<file path="src/rtl/instr_encoder.sv">
// ---------------------------------------------------------------------------
// instr_encoder
//
// Turns instruction symbols (with their register/shift/immediate/target
// fields) back into 32-bit MIPS32 machine words and streams them out as
// instruction-memory writes at auto-incrementing word addresses.
//
// Two-stage pipeline:
//   S1 holds the accepted symbol and its raw fields.
//   S2 holds the encoded word.
// Both sides use valid/ready handshakes. At most DEPTH words are reserved
// between resets/clears.
//
// Ports
//   clk        in   single clock, rising edge
//   reset      in   asynchronous active-high reset
//   clear      in   synchronous clear, same effect as reset
//   in_valid   in   symbol offered
//   in_ready   out  block can accept a symbol
//   instr      in   instruction symbol (codes listed below)
//   rs, rt     in   register fields
//   rd, shamt  in   register fields
//   imm        in   immediate / branch offset
//   target     in   jump index
//   out_valid  out  im_addr/im_wdata form an IM write request
//   out_ready  in   IM accepts the request this cycle
//   im_addr    out  byte address of the word (BASE_ADDR + 4*count)
//   im_wdata   out  encoded machine word
//   count      out  words delivered since reset/clear
//   full       out  DEPTH words reserved
//   err        out  sticky: an unknown symbol was accepted
//
// Symbol codes: see the SYM_* localparams. Codes >= N_SYMS are unknown.
// ---------------------------------------------------------------------------
module instr_encoder #(
    parameter logic [31:0] BASE_ADDR   = 32'h0000_3000,
    parameter int          DEPTH       = 1024,
    parameter int          WIDTH_INSTR = 6
) (
    input  logic                   clk,
    input  logic                   reset,
    input  logic                   clear,
    input  logic                   in_valid,
    output logic                   in_ready,
    input  logic [WIDTH_INSTR-1:0] instr,
    input  logic [4:0]             rs,
    input  logic [4:0]             rt,
    input  logic [4:0]             rd,
    input  logic [4:0]             shamt,
    input  logic [15:0]            imm,
    input  logic [25:0]            target,
    output logic                   out_valid,
    input  logic                   out_ready,
    output logic [31:0]            im_addr,
    output logic [31:0]            im_wdata,
    output logic [10:0]            count,
    output logic                   full,
    output logic                   err
);

    // Instruction symbol set.
    localparam logic [5:0] SYM_NOP  = 6'd0,  SYM_SLL   = 6'd1,  SYM_SRL   = 6'd2,  SYM_SRA    = 6'd3;
    localparam logic [5:0] SYM_SLLV = 6'd4,  SYM_SRLV  = 6'd5,  SYM_SRAV  = 6'd6,  SYM_ADD    = 6'd7;
    localparam logic [5:0] SYM_ADDU = 6'd8,  SYM_SUB   = 6'd9,  SYM_SUBU  = 6'd10, SYM_AND    = 6'd11;
    localparam logic [5:0] SYM_OR   = 6'd12, SYM_XOR   = 6'd13, SYM_NOR   = 6'd14, SYM_SLT    = 6'd15;
    localparam logic [5:0] SYM_SLTU = 6'd16, SYM_MULT  = 6'd17, SYM_MULTU = 6'd18, SYM_DIV    = 6'd19;
    localparam logic [5:0] SYM_DIVU = 6'd20, SYM_MFHI  = 6'd21, SYM_MFLO  = 6'd22, SYM_MTHI   = 6'd23;
    localparam logic [5:0] SYM_MTLO = 6'd24, SYM_JR    = 6'd25, SYM_JALR  = 6'd26, SYM_J      = 6'd27;
    localparam logic [5:0] SYM_JAL  = 6'd28, SYM_BEQ   = 6'd29, SYM_BNE   = 6'd30, SYM_BLEZ   = 6'd31;
    localparam logic [5:0] SYM_BGTZ = 6'd32, SYM_BLTZ  = 6'd33, SYM_BGEZ  = 6'd34, SYM_BLTZAL = 6'd35;
    localparam logic [5:0] SYM_BGEZAL = 6'd36, SYM_ADDI = 6'd37, SYM_ADDIU = 6'd38, SYM_SLTI  = 6'd39;
    localparam logic [5:0] SYM_SLTIU = 6'd40, SYM_ANDI = 6'd41, SYM_ORI   = 6'd42, SYM_XORI   = 6'd43;
    localparam logic [5:0] SYM_LUI  = 6'd44, SYM_LB    = 6'd45, SYM_LH    = 6'd46, SYM_LW     = 6'd47;
    localparam logic [5:0] SYM_LBU  = 6'd48, SYM_LHU   = 6'd49, SYM_SB    = 6'd50, SYM_SH     = 6'd51;
    localparam logic [5:0] SYM_SW   = 6'd52;
    localparam int         N_SYMS   = 53;

    localparam logic [10:0] DEPTH_W = 11'(DEPTH);

    // Format builders; unused fields are passed as zero by the caller.
    function automatic logic [31:0] r_word(input logic [4:0] f_rs, input logic [4:0] f_rt,
                                           input logic [4:0] f_rd, input logic [4:0] f_sh,
                                           input logic [5:0] fn);
        return {6'h00, f_rs, f_rt, f_rd, f_sh, fn};
    endfunction

    function automatic logic [31:0] i_word(input logic [5:0] op, input logic [4:0] f_rs,
                                           input logic [4:0] f_rt, input logic [15:0] f_imm);
        return {op, f_rs, f_rt, f_imm};
    endfunction

    // Pipeline state
    logic        s1_valid_q, s1_valid_d;
    logic [5:0]  s1_sym_q, s1_sym_d;
    logic [4:0]  s1_rs_q, s1_rs_d, s1_rt_q, s1_rt_d, s1_rd_q, s1_rd_d, s1_sh_q, s1_sh_d;
    logic [15:0] s1_imm_q, s1_imm_d;
    logic [25:0] s1_tgt_q, s1_tgt_d;
    logic        s2_valid_q, s2_valid_d;
    logic [31:0] s2_word_q, s2_word_d;
    logic [10:0] count_q, count_d;
    logic [10:0] reserved_q, reserved_d;
    logic        err_q, err_d;

    logic        s1_advance, accept, sym_known, out_fire;
    logic [31:0] enc_word;

    assign sym_known  = (32'(instr) < 32'(N_SYMS));
    assign full       = (reserved_q == DEPTH_W);
    assign s1_advance = !s2_valid_q || out_ready;
    assign in_ready   = !full && (!s1_valid_q || s1_advance);
    // A simultaneous clear takes priority over the input handshake.
    assign accept     = in_valid && in_ready && !clear;
    assign out_fire   = s2_valid_q && out_ready;

    assign out_valid  = s2_valid_q;
    assign im_wdata   = s2_word_q;
    assign im_addr    = BASE_ADDR + {19'b0, count_q, 2'b00};
    assign count      = count_q;
    assign err        = err_q;

    // S1 -> S2 encoder
    always_comb begin
        enc_word = 32'h0;
        case (s1_sym_q)
            SYM_NOP:    enc_word = 32'h0;
            SYM_SLL:    enc_word = r_word(5'd0, s1_rt_q, s1_rd_q, s1_sh_q, 6'h00);
            SYM_SRL:    enc_word = r_word(5'd0, s1_rt_q, s1_rd_q, s1_sh_q, 6'h02);
            SYM_SRA:    enc_word = r_word(5'd0, s1_rt_q, s1_rd_q, s1_sh_q, 6'h03);
            SYM_SLLV:   enc_word = r_word(s1_rs_q, s1_rt_q, s1_rd_q, 5'd0, 6'h04);
            SYM_SRLV:   enc_word = r_word(s1_rs_q, s1_rt_q, s1_rd_q, 5'd0, 6'h06);
            SYM_SRAV:   enc_word = r_word(s1_rs_q, s1_rt_q, s1_rd_q, 5'd0, 6'h07);
            SYM_ADD:    enc_word = r_word(s1_rs_q, s1_rt_q, s1_rd_q, 5'd0, 6'h20);
            SYM_ADDU:   enc_word = r_word(s1_rs_q, s1_rt_q, s1_rd_q, 5'd0, 6'h21);
            SYM_SUB:    enc_word = r_word(s1_rs_q, s1_rt_q, s1_rd_q, 5'd0, 6'h22);
            SYM_SUBU:   enc_word = r_word(s1_rs_q, s1_rt_q, s1_rd_q, 5'd0, 6'h23);
            SYM_AND:    enc_word = r_word(s1_rs_q, s1_rt_q, s1_rd_q, 5'd0, 6'h24);
            SYM_OR:     enc_word = r_word(s1_rs_q, s1_rt_q, s1_rd_q, 5'd0, 6'h25);
            SYM_XOR:    enc_word = r_word(s1_rs_q, s1_rt_q, s1_rd_q, 5'd0, 6'h26);
            SYM_NOR:    enc_word = r_word(s1_rs_q, s1_rt_q, s1_rd_q, 5'd0, 6'h27);
            SYM_SLT:    enc_word = r_word(s1_rs_q, s1_rt_q, s1_rd_q, 5'd0, 6'h2A);
            SYM_SLTU:   enc_word = r_word(s1_rs_q, s1_rt_q, s1_rd_q, 5'd0, 6'h2B);
            SYM_MULT:   enc_word = r_word(s1_rs_q, s1_rt_q, 5'd0, 5'd0, 6'h18);
            SYM_MULTU:  enc_word = r_word(s1_rs_q, s1_rt_q, 5'd0, 5'd0, 6'h19);
            SYM_DIV:    enc_word = r_word(s1_rs_q, s1_rt_q, 5'd0, 5'd0, 6'h1A);
            SYM_DIVU:   enc_word = r_word(s1_rs_q, s1_rt_q, 5'd0, 5'd0, 6'h1B);
            SYM_MFHI:   enc_word = r_word(5'd0, 5'd0, s1_rd_q, 5'd0, 6'h10);
            SYM_MFLO:   enc_word = r_word(5'd0, 5'd0, s1_rd_q, 5'd0, 6'h12);
            SYM_MTHI:   enc_word = r_word(s1_rs_q, 5'd0, 5'd0, 5'd0, 6'h11);
            SYM_MTLO:   enc_word = r_word(s1_rs_q, 5'd0, 5'd0, 5'd0, 6'h13);
            SYM_JR:     enc_word = r_word(s1_rs_q, 5'd0, 5'd0, 5'd0, 6'h08);
            SYM_JALR:   enc_word = r_word(s1_rs_q, 5'd0, s1_rd_q, 5'd0, 6'h09);
            SYM_J:      enc_word = {6'h02, s1_tgt_q};
            SYM_JAL:    enc_word = {6'h03, s1_tgt_q};
            SYM_BEQ:    enc_word = i_word(6'h04, s1_rs_q, s1_rt_q, s1_imm_q);
            SYM_BNE:    enc_word = i_word(6'h05, s1_rs_q, s1_rt_q, s1_imm_q);
            SYM_BLEZ:   enc_word = i_word(6'h06, s1_rs_q, 5'd0, s1_imm_q);
            SYM_BGTZ:   enc_word = i_word(6'h07, s1_rs_q, 5'd0, s1_imm_q);
            // REGIMM: the rt field selects the branch flavour
            SYM_BLTZ:   enc_word = i_word(6'h01, s1_rs_q, 5'd0, s1_imm_q);
            SYM_BGEZ:   enc_word = i_word(6'h01, s1_rs_q, 5'd1, s1_imm_q);
            SYM_BLTZAL: enc_word = i_word(6'h01, s1_rs_q, 5'd16, s1_imm_q);
            SYM_BGEZAL: enc_word = i_word(6'h01, s1_rs_q, 5'd17, s1_imm_q);
            SYM_ADDI:   enc_word = i_word(6'h08, s1_rs_q, s1_rt_q, s1_imm_q);
            SYM_ADDIU:  enc_word = i_word(6'h09, s1_rs_q, s1_rt_q, s1_imm_q);
            SYM_SLTI:   enc_word = i_word(6'h0A, s1_rs_q, s1_rt_q, s1_imm_q);
            SYM_SLTIU:  enc_word = i_word(6'h0B, s1_rs_q, s1_rt_q, s1_imm_q);
            SYM_ANDI:   enc_word = i_word(6'h0C, s1_rs_q, s1_rt_q, s1_imm_q);
            SYM_ORI:    enc_word = i_word(6'h0D, s1_rs_q, s1_rt_q, s1_imm_q);
            SYM_XORI:   enc_word = i_word(6'h0E, s1_rs_q, s1_rt_q, s1_imm_q);
            SYM_LUI:    enc_word = i_word(6'h0F, 5'd0, s1_rt_q, s1_imm_q);
            SYM_LB:     enc_word = i_word(6'h20, s1_rs_q, s1_rt_q, s1_imm_q);
            SYM_LH:     enc_word = i_word(6'h21, s1_rs_q, s1_rt_q, s1_imm_q);
            SYM_LW:     enc_word = i_word(6'h23, s1_rs_q, s1_rt_q, s1_imm_q);
            SYM_LBU:    enc_word = i_word(6'h24, s1_rs_q, s1_rt_q, s1_imm_q);
            SYM_LHU:    enc_word = i_word(6'h25, s1_rs_q, s1_rt_q, s1_imm_q);
            SYM_SB:     enc_word = i_word(6'h28, s1_rs_q, s1_rt_q, s1_imm_q);
            SYM_SH:     enc_word = i_word(6'h29, s1_rs_q, s1_rt_q, s1_imm_q);
            SYM_SW:     enc_word = i_word(6'h2B, s1_rs_q, s1_rt_q, s1_imm_q);
            default:    enc_word = 32'h0;
        endcase
    end

    // Next-state logic
    always_comb begin
        s1_valid_d = s1_valid_q;
        s1_sym_d   = s1_sym_q;
        s1_rs_d    = s1_rs_q;
        s1_rt_d    = s1_rt_q;
        s1_rd_d    = s1_rd_q;
        s1_sh_d    = s1_sh_q;
        s1_imm_d   = s1_imm_q;
        s1_tgt_d   = s1_tgt_q;
        s2_valid_d = s2_valid_q;
        s2_word_d  = s2_word_q;
        count_d    = count_q;
        reserved_d = reserved_q;
        err_d      = err_q;

        // Unknown symbols are swallowed here and never reach S1.
        if (accept && sym_known) begin
            s1_valid_d = 1'b1;
            s1_sym_d   = 6'(instr);
            s1_rs_d    = rs;
            s1_rt_d    = rt;
            s1_rd_d    = rd;
            s1_sh_d    = shamt;
            s1_imm_d   = imm;
            s1_tgt_d   = target;
            reserved_d = reserved_q + 11'd1;
        end else if (s1_advance) begin
            s1_valid_d = 1'b0;
        end

        // S2 only moves when its current word has been taken (or is empty),
        // so the write request stays stable under back-pressure.
        if (s1_advance) begin
            s2_valid_d = s1_valid_q;
            if (s1_valid_q) begin
                s2_word_d = enc_word;
            end
        end

        if (out_fire) begin
            count_d = count_q + 11'd1;
        end

        if (accept && !sym_known) begin
            err_d = 1'b1;
        end

        if (clear) begin
            s1_valid_d = 1'b0;
            s1_sym_d   = 6'd0;
            s1_rs_d    = 5'd0;
            s1_rt_d    = 5'd0;
            s1_rd_d    = 5'd0;
            s1_sh_d    = 5'd0;
            s1_imm_d   = 16'd0;
            s1_tgt_d   = 26'd0;
            s2_valid_d = 1'b0;
            s2_word_d  = 32'd0;
            count_d    = 11'd0;
            reserved_d = 11'd0;
            err_d      = 1'b0;
        end
    end

    always_ff @(posedge clk or posedge reset) begin
        if (reset) begin
            s1_valid_q <= 1'b0;
            s1_sym_q   <= 6'd0;
            s1_rs_q    <= 5'd0;
            s1_rt_q    <= 5'd0;
            s1_rd_q    <= 5'd0;
            s1_sh_q    <= 5'd0;
            s1_imm_q   <= 16'd0;
            s1_tgt_q   <= 26'd0;
            s2_valid_q <= 1'b0;
            s2_word_q  <= 32'd0;
            count_q    <= 11'd0;
            reserved_q <= 11'd0;
            err_q      <= 1'b0;
        end else begin
            s1_valid_q <= s1_valid_d;
            s1_sym_q   <= s1_sym_d;
            s1_rs_q    <= s1_rs_d;
            s1_rt_q    <= s1_rt_d;
            s1_rd_q    <= s1_rd_d;
            s1_sh_q    <= s1_sh_d;
            s1_imm_q   <= s1_imm_d;
            s1_tgt_q   <= s1_tgt_d;
            s2_valid_q <= s2_valid_d;
            s2_word_q  <= s2_word_d;
            count_q    <= count_d;
            reserved_q <= reserved_d;
            err_q      <= err_d;
        end
    end

endmodule

</file>
<file path="config.mk">
export PLATFORM = sky130hd
export DESIGN_NAME = instr_encoder
export DESIGN_NICKNAME = d
export VERILOG_FILES = /design/src/rtl/instr_encoder.sv
export SDC_FILE = /design/constraint.sdc
export NUM_CORES = 1
export LEC_CHECK = 0
export CORE_MARGIN = 4
export CORE_UTILIZATION = 50
export DETAILED_ROUTE_END_ITERATION = 10
export GPL_ROUTABILITY_DRIVEN = 0
export PLACE_DENSITY = 0.81
export SLEW_MARGIN = 30
export SYNTH_ARGS = -nofsm -noshare
export SYNTH_HDL_FRONTEND = slang
export SYNTH_SLANG_ARGS = --single-unit
</file>
<file path="constraint.sdc">
create_clock -name clk -period 5.11 [get_ports clk]
set_input_delay 0.511 -clock clk [delete_from_list [all_inputs] [get_ports clk]]
set_output_delay 0.511 -clock clk [all_outputs]
set_load 0.005 [all_outputs]
</file>
==> results by group, run 1 <==
Outcome
  – Run status: completed

Floorplanning
  – Total die area: roughly 0.014 sq mm
  – Initial core utilization: 0.517
  – Die height: about 120 microns
  – # rows: 40
  – IO Count: between 150 and 200
  – Core Footprint: ~0.012 sq mm
  – Die width: roughly 120 microns

Detailed routing
  – Post-route ant nets: 0
  – DR iter-0 viols: 530
  – Vias per std cell: about 5.8
  – Via count: about 5,700
  – Total Wirelength: approximately 17,000 microns
  – Drt pass-1 iters: 7
  – DR DRC count: 0
  – Drt wl/cell: ~17 microns

STA
  – Period utilization: 0.586
  – # setup viols final: 0
  – Max-slew violations: 0
  – Least-Margin Pin Slew: approximately 0.95 ns
  – Min cycle time layout: between 2 and 3 ns
  – Setup skew after layout: between 0.01 and 0.015 ns
  – Final setup margin: about 2.1 ns
  – Fmax: 0.334 GHz
  – Final setup TNS: 0 ns
  – Fin. Hold Viols: 0
  – Slew Limit Headroom: 0.365
  – RSZ-0062 raised after global routing: false
  – WHS: approximately 0.44 ns

Logic synthesis
  – Post-Synthesis Cell Area: about 0.0063 sq mm
  – Post-synth EDFFs: 0
  – Top FF cell, synth: dfrtp_1
  – Yosys top cell area share: 0.494
  – Synth area leaders: dfrtp_1, nand2_1, a21oi_1, buf_4, clkbuf_1
  – Syn_area_per_cell: between 8 and 9 sq um
  – Synthesized instance count: 719
  – Post-synth ARST share: 1.00
  – Seq/Total Area, Yosys: 0.494
  – Synthesis Warnings: 0
  – Flops & latches, synth: 124
  – Netlist cell types: between 50 and 60
  – Largest area contributor in the netlist: dfrtp_1

Worst setup path
  – WP data required: 5.41 ns
  – Crit path kind: reg2reg
  – CP arrival: ~3.3 ns
  – Crit path launch type: register
  – CP Max Fanout: 28
  – Setup crit end kind: register

Placed design
  – Post-DP HPWL: approximately 12,000 microns
  – IO buf count: 131
  – Post-Place Worst Slack: between 1.5 and 2 ns

Global routing
  – Total GRT Usage: 0.244
  – Antenna violations before repair: 0
  – First-pass GRT wire length: approximately 28,000 microns
  – Largest net degree at the start of global routing: 96
  – Grt ovf: 0
  – Vias in the first global route: ~5,600

Pwr
  – Combinational power share: 0.111
  – Seq pwr share: 0.421
  – Cell internal pwr: between 1.5 and 2 mW
  – VDD IR max: between 0.0002 and 0.00025 V
  – Leakage: 3.40 nW
  – Pwr/cell area: about 310 mW/mm^2
  – Switching share of power: 0.245
  – Psw: 615 uW
  – Clock network power share: 0.468

Layout
  – Area Overhead vs Synth: 28.7%
  – Diode count: 0
  – Nets: about 890
  – Share of layout cells above drive strength 1: 0.0655
  – Final Util: 0.665

CTS
  – Post-CTS Setup Repair Bufs: 0
  – Clk_lat worst skew: between 0.4 and 0.5 ns
  – Root buffer cell: clkbuf_16
  – Post-CTS Resized: 0
  – TritonCTS clock tree: built
  – H-Tree Level Count: 4
  – Reg clk slew, reported paths: 0.06 ns
  – Num CTS Buffers: 17
  – # hold bufs at CTS: 0
  – CTS sink count: 124
  – Max Root-Sink Buffers: 2

Run
  – Max Cap Viol: 0

Hold path
  – Hold WC Path Type: in2reg
-- flip-flops by register name, summed over array words and instances, names as in the netlist --
register	flops
im_wdata	31
s1_tgt_q	26
s1_imm_q	16
count	11
reserved_q	11
s1_sym_q	6
s1_rd_q	5
s1_rs_q	5
s1_rt_q	5
s1_sh_q	5
err	1
out_valid	1
s1_valid_q	1
-- worst paths after layout --
kind                        startpoint      endpoint  slack, ns  cells after the start
max                        s1_sym_q[3]  im_wdata[18]       2.12                      5
min                              clear           err       0.44                      3
max reg2reg                s1_sym_q[3]  im_wdata[18]       2.12                      5
min reg2reg                im_wdata[7]   im_wdata[7]       0.48                      2
max in group asynchronous        reset  im_wdata[12]       3.47                      3
min in group asynchronous        reset   im_wdata[1]       0.61                      2
-- power by group through the flow --
stage	clock, mW	combinational, mW	sequential (mW)
4_1_cts	1.19	0.277	1.06
3_5_place_dp	0	0.273	1.07
3_3_place_gp	0	0.267	1.07
2_1_floorplan	0	0.185	1.05
5_1_grt	1.24	0.309	1.06
6_report	1.18	0.279	1.06
-- metrics by stage --
| stage | cell area [sq um] | power, mW | cells |
|---|---|---|---|
| 6_report | 8090 | 2.51 | 993 |
| 5_1_grt | 8090 | 2.60 | 993 |
| 3_5_place_dp | 7500 | 1.34 | 962 |
| 3_3_place_gp | 7500 | 1.34 | 962 |
| 4_1_cts | 8080 | 2.52 | 993 |
| 2_1_floorplan | 6360 | 1.24 | 738 |
-- cells by family after synthesis --
family	after synthesis	share of synthesized area
buffers and inverters	94	0.0774
other	1	0.000597
muxes	2	0.00338
and+or+nand+nor	291	0.207
DFF	124	0.494
xor gates and xnor gates	16	0.0223
AOI/OAI and AO/OA	188	0.190
adders and majority gates	3	0.00597
-- synthesized netlist by cell type (all sizes together), types with 5 or more instances --
| master | instances |
|---|---|
| nand3 | 20 |
| inv | 10 |
| o21ai | 22 |
| nand2b | 9 |
| nand4 | 5 |
| dfrtp | 124 |
| clkbuf | 35 |
| nor2 | 35 |
| nand3b | 5 |
| or4 | 5 |
| xnor2 | 7 |
| o22ai | 5 |
| nand2 | 176 |
| and2 | 9 |
| a221o | 8 |
| buf | 49 |
| a222oi | 12 |
| a21oi | 98 |
| xor2 | 9 |
-- metal layers --
layer  routed length [microns]  vias to the layer above  GRT usage  part of all wire
li1                          -                     2646          -                 -
met1                      6890                     2705      0.313              0.40
met2                      8440                      315      0.390              0.49
met3                      1370                       52     0.0636             0.079
met4                       574                        0      0.110             0.033
met5                         0                        -          0                 0
-- critical path, stage by stage, from the launching register on --
cell and delay (ns):
dfrtp_1 0.69, or4_1 0.70, o2111ai_1 0.35, a21o_1 0.50, nor3_1 0.23, a221o_1 0.39
-- placed cells by master (no fill, tap or decap), drive strengths merged, types with 10 or more instances in the layout --
cell           netlist  routed
a21oi               98      98
a222oi              12      12
buf                 49      10
clkbuf              35      23
clkdlybuf4s50        0     130
conb                 1      20
dfrtp              124     124
inv                 10      10
nand2              176     176
nand3               20      20
nor2                35      35
o21ai               22      22
-- final cells by class --
type,count,area [sq um]
fillers,972,4070
flip-flops and latches,124,3100
clock buffers,23,488
clock inverters,8,90.1
repair buffers,140,1370
inverters,10,42.5
well taps,168,210
multi-input cells,520,2790
No activity file was read; power rests on OpenSTA's default activity.
==> run 2: changes to the inputs <==
==> constraint.sdc (replaced) <==
create_clock -name clk -period 3 [get_ports clk]
set_input_delay 0.3 -clock clk [delete_from_list [all_inputs] [get_ports clk]]
set_output_delay 0.3 -clock clk [all_outputs]
set_load 0.005 [all_outputs]
==> results by group, run 2 (synthesized netlist as in run 1, its figures left out) <==
Floorplanning
  – Core Footprint: 0.0122 sq mm (unchanged)
  – Die width: 120 microns (unchanged)
  – Total die area: 0.0144 sq mm (unchanged)
  – IO Count: 152 (unchanged)
  – Die height: 120 microns (unchanged)
  – Initial core utilization: 0.517 (unchanged)
  – # rows: 40 (unchanged)

CTS
  – Post-CTS Setup Repair Bufs: 0 (unchanged)
  – Root buffer cell: clkbuf_16
  – H-Tree Level Count: 4 (unchanged)
  – Clk_lat worst skew: 0.41 ns (about the same)
  – Max Root-Sink Buffers: 2 (unchanged)
  – Post-CTS Resized: 0 (unchanged)
  – Num CTS Buffers: 17 (unchanged)
  – # hold bufs at CTS: 0 (unchanged)
  – CTS sink count: 124 (unchanged)
  – Reg clk slew, reported paths: 0.05 ns (about the same)
  – TritonCTS clock tree: built

STA
  – Min cycle time layout: 2.44 ns (-0.548 ns)
  – Period utilization: 0.815 (+0.229)
  – Setup skew after layout: 0.00722 ns (-0.00546 ns)
  – # setup viols final: 0 (unchanged)
  – RSZ-0062 raised after global routing: false
  – Max-slew violations: 0 (unchanged)
  – Least-Margin Pin Slew: 0.839 ns (-0.114 ns)
  – Slew Limit Headroom: 0.441 (+0.0760)
  – Fmax: 0.409 GHz (+22%)
  – Final setup TNS: 0 ns (unchanged)
  – Fin. Hold Viols: 0 (unchanged)

Pwr
  – Total power: 4.27 mW (+70%)
  – Leakage: 3.44 nW (+1.1%)
  – Switching share of power: 0.254 (+0.00920)
  – Seq pwr share: 0.418 (-0.003)
  – Combinational power share: 0.118 (+0.007)
  – Pwr/cell area: 522 mW/mm^2 (+68%)
  – Clock network power share: 0.464 (-0.004)
  – VDD IR max: 0.000293 V (+27%)
  – Psw: 1.08 mW (+76%)
  – Cell internal pwr: 3.18 mW (+68%)

Global routing
  – Vias in the first global route: 5,749 (+2.2%)
  – First-pass GRT wire length: 28,300 microns (+0.86%)
  – Grt ovf: 0 (unchanged)
  – Largest net degree at the start of global routing: 65 (-32%)
  – Most Crowded Layer GR: met2
  – M3 GR Usage: 0.0617 (-0.00189)
  – Antenna violations before repair: 0 (unchanged)
  – Total GRT Usage: 0.244 (-0.000382)
  – Met2 usage: 0.410 (+0.0200)
  – M1 GR Usage: 0.306 (-0.00692)

Hold path
  – Hold WC Path Type: in2async

Detailed routing
  – Total Wirelength: 17,400 microns (+0.52%)
  – Via count: 5,836 (+2.1%)
  – Drt pass-1 iters: 9 (+2)
  – Drt wl/cell: 17.3 microns (-0.59%)
  – DR DRC count: 0 (unchanged)
  – DR iter-0 viols: 606 (+14%)
  – Post-route ant nets: 0 (unchanged)
  – Vias per std cell: 5.81 (+0.95%)

Placed design
  – Post-DP HPWL: 11,800 microns (+2.5%)
  – IO buf count: 131 (unchanged)

Layout
  – Max reg flops: 31 (unchanged)
  – Diode count: 0 (unchanged)
  – Most common cell after layout, fill and taps aside: nand2_1
  – FILL cells: 936 (-3.7%)
  – Nets: 899 (+1.1%)
  – Share of layout cells above drive strength 1: 0.0754 (+0.00990)
  – Commonest non-fill, non-tap cells in the layout: nand2_1, clkdlybuf4s50_1, dfrtp_1
  – Area Overhead vs Synth: 30.0%

Worst setup path
  – Worst path max stage delay: 0.60 ns (-0.10 ns)
  – CP bufs+invs: 2 (+2)
  – CP arrival: 2.73 ns (-0.56 ns)
  – CP Max Fanout: 18 (-36%)
  – Most frequent CP cell: buf_4
  – Setup crit end kind: register
  – WP data required: 3.28 ns (-2.13 ns)
  – Crit path kind: reg2reg
  – Worst-path cell chain: or2_2 > o2111ai_1 > a21o_1 > buf_4 > a211oi_1 > buf_4 > a221o_1
  – CP max-delay cell: dfrtp_1
  – Crit path launch type: register
  – Kind of cell adding the most delay to the critical path: compound AO/OA/AOI/OAI gates

Outcome
  – Run status: completed

Run
  – Max Cap Viol: 0 (unchanged)
## run 2: stage by stage
step	instances	utilization	worst slack [ns]	instance area, sq um	hold WS (ns)
after floorplan	738	-	0.930	6360	0.431
after global placement	972	0.625	0.361	7600	0.462
after detailed placement	972	0.625	0.269	7600	0.471
after CTS	1004	0.672	0.570	8170	0.366
after global routing	1004	0.672	0.412	8170	0.408
final	1004	0.672	0.556	8170	0.347
## run 2: worst reg2reg max path, stage by stage, from the launching register on
cell,delay (ns)
dfrtp_1,0.60
or2_2,0.43
o2111ai_1,0.33
a21o_1,0.18
buf_4,0.22
a211oi_1,0.08
buf_4,0.17
a221o_1,0.31
## run 2: power groups by stage
stage / Clock (mW) / Sequential, mW / Combinational (mW)
floorplan: 0 / 1.80 / 0.315
global placement: 0 / 1.81 / 0.482
detailed placement: 0 / 1.81 / 0.496
CTS: 1.99 / 1.78 / 0.501
global route: 2.08 / 1.79 / 0.556
finish: 1.98 / 1.79 / 0.503
## run 2: final timing paths
path,from,endpoint,slack [ns],depth (start not counted)
max,s1_sym_q[0],im_wdata[22],0.56,7
min,reset,im_wdata[6],0.35,2
max reg2reg,s1_sym_q[0],im_wdata[22],0.56,7
min reg2reg,im_wdata[1],im_wdata[1],0.48,2
max in group asynchronous,reset,s1_imm_q[6],1.82,3
min in group clk,clear,s1_imm_q[11],0.43,2
## run 2: layout make-up
type / count / area (sq um) / share of cell area
flip-flops and latches: 124 / 3100 / 0.380
multi-input cells: 520 / 2780 / 0.340
repair buffers: 150 / 1470 / 0.180
clock buffers: 20 / 447 / 0.0547
well taps: 168 / 210 / 0.0257
clock inverters: 12 / 121 / 0.0148
inverters: 10 / 41.3 / 0.00505
## run 2: per-layer routing
metal | wire length [microns] | vias up
met2 | 8770 | 313
met3 | 1340 | 38
met1 | 6890 | 2824
met5 | 0 | -
li1 | - | 2661
met4 | 359 | 0
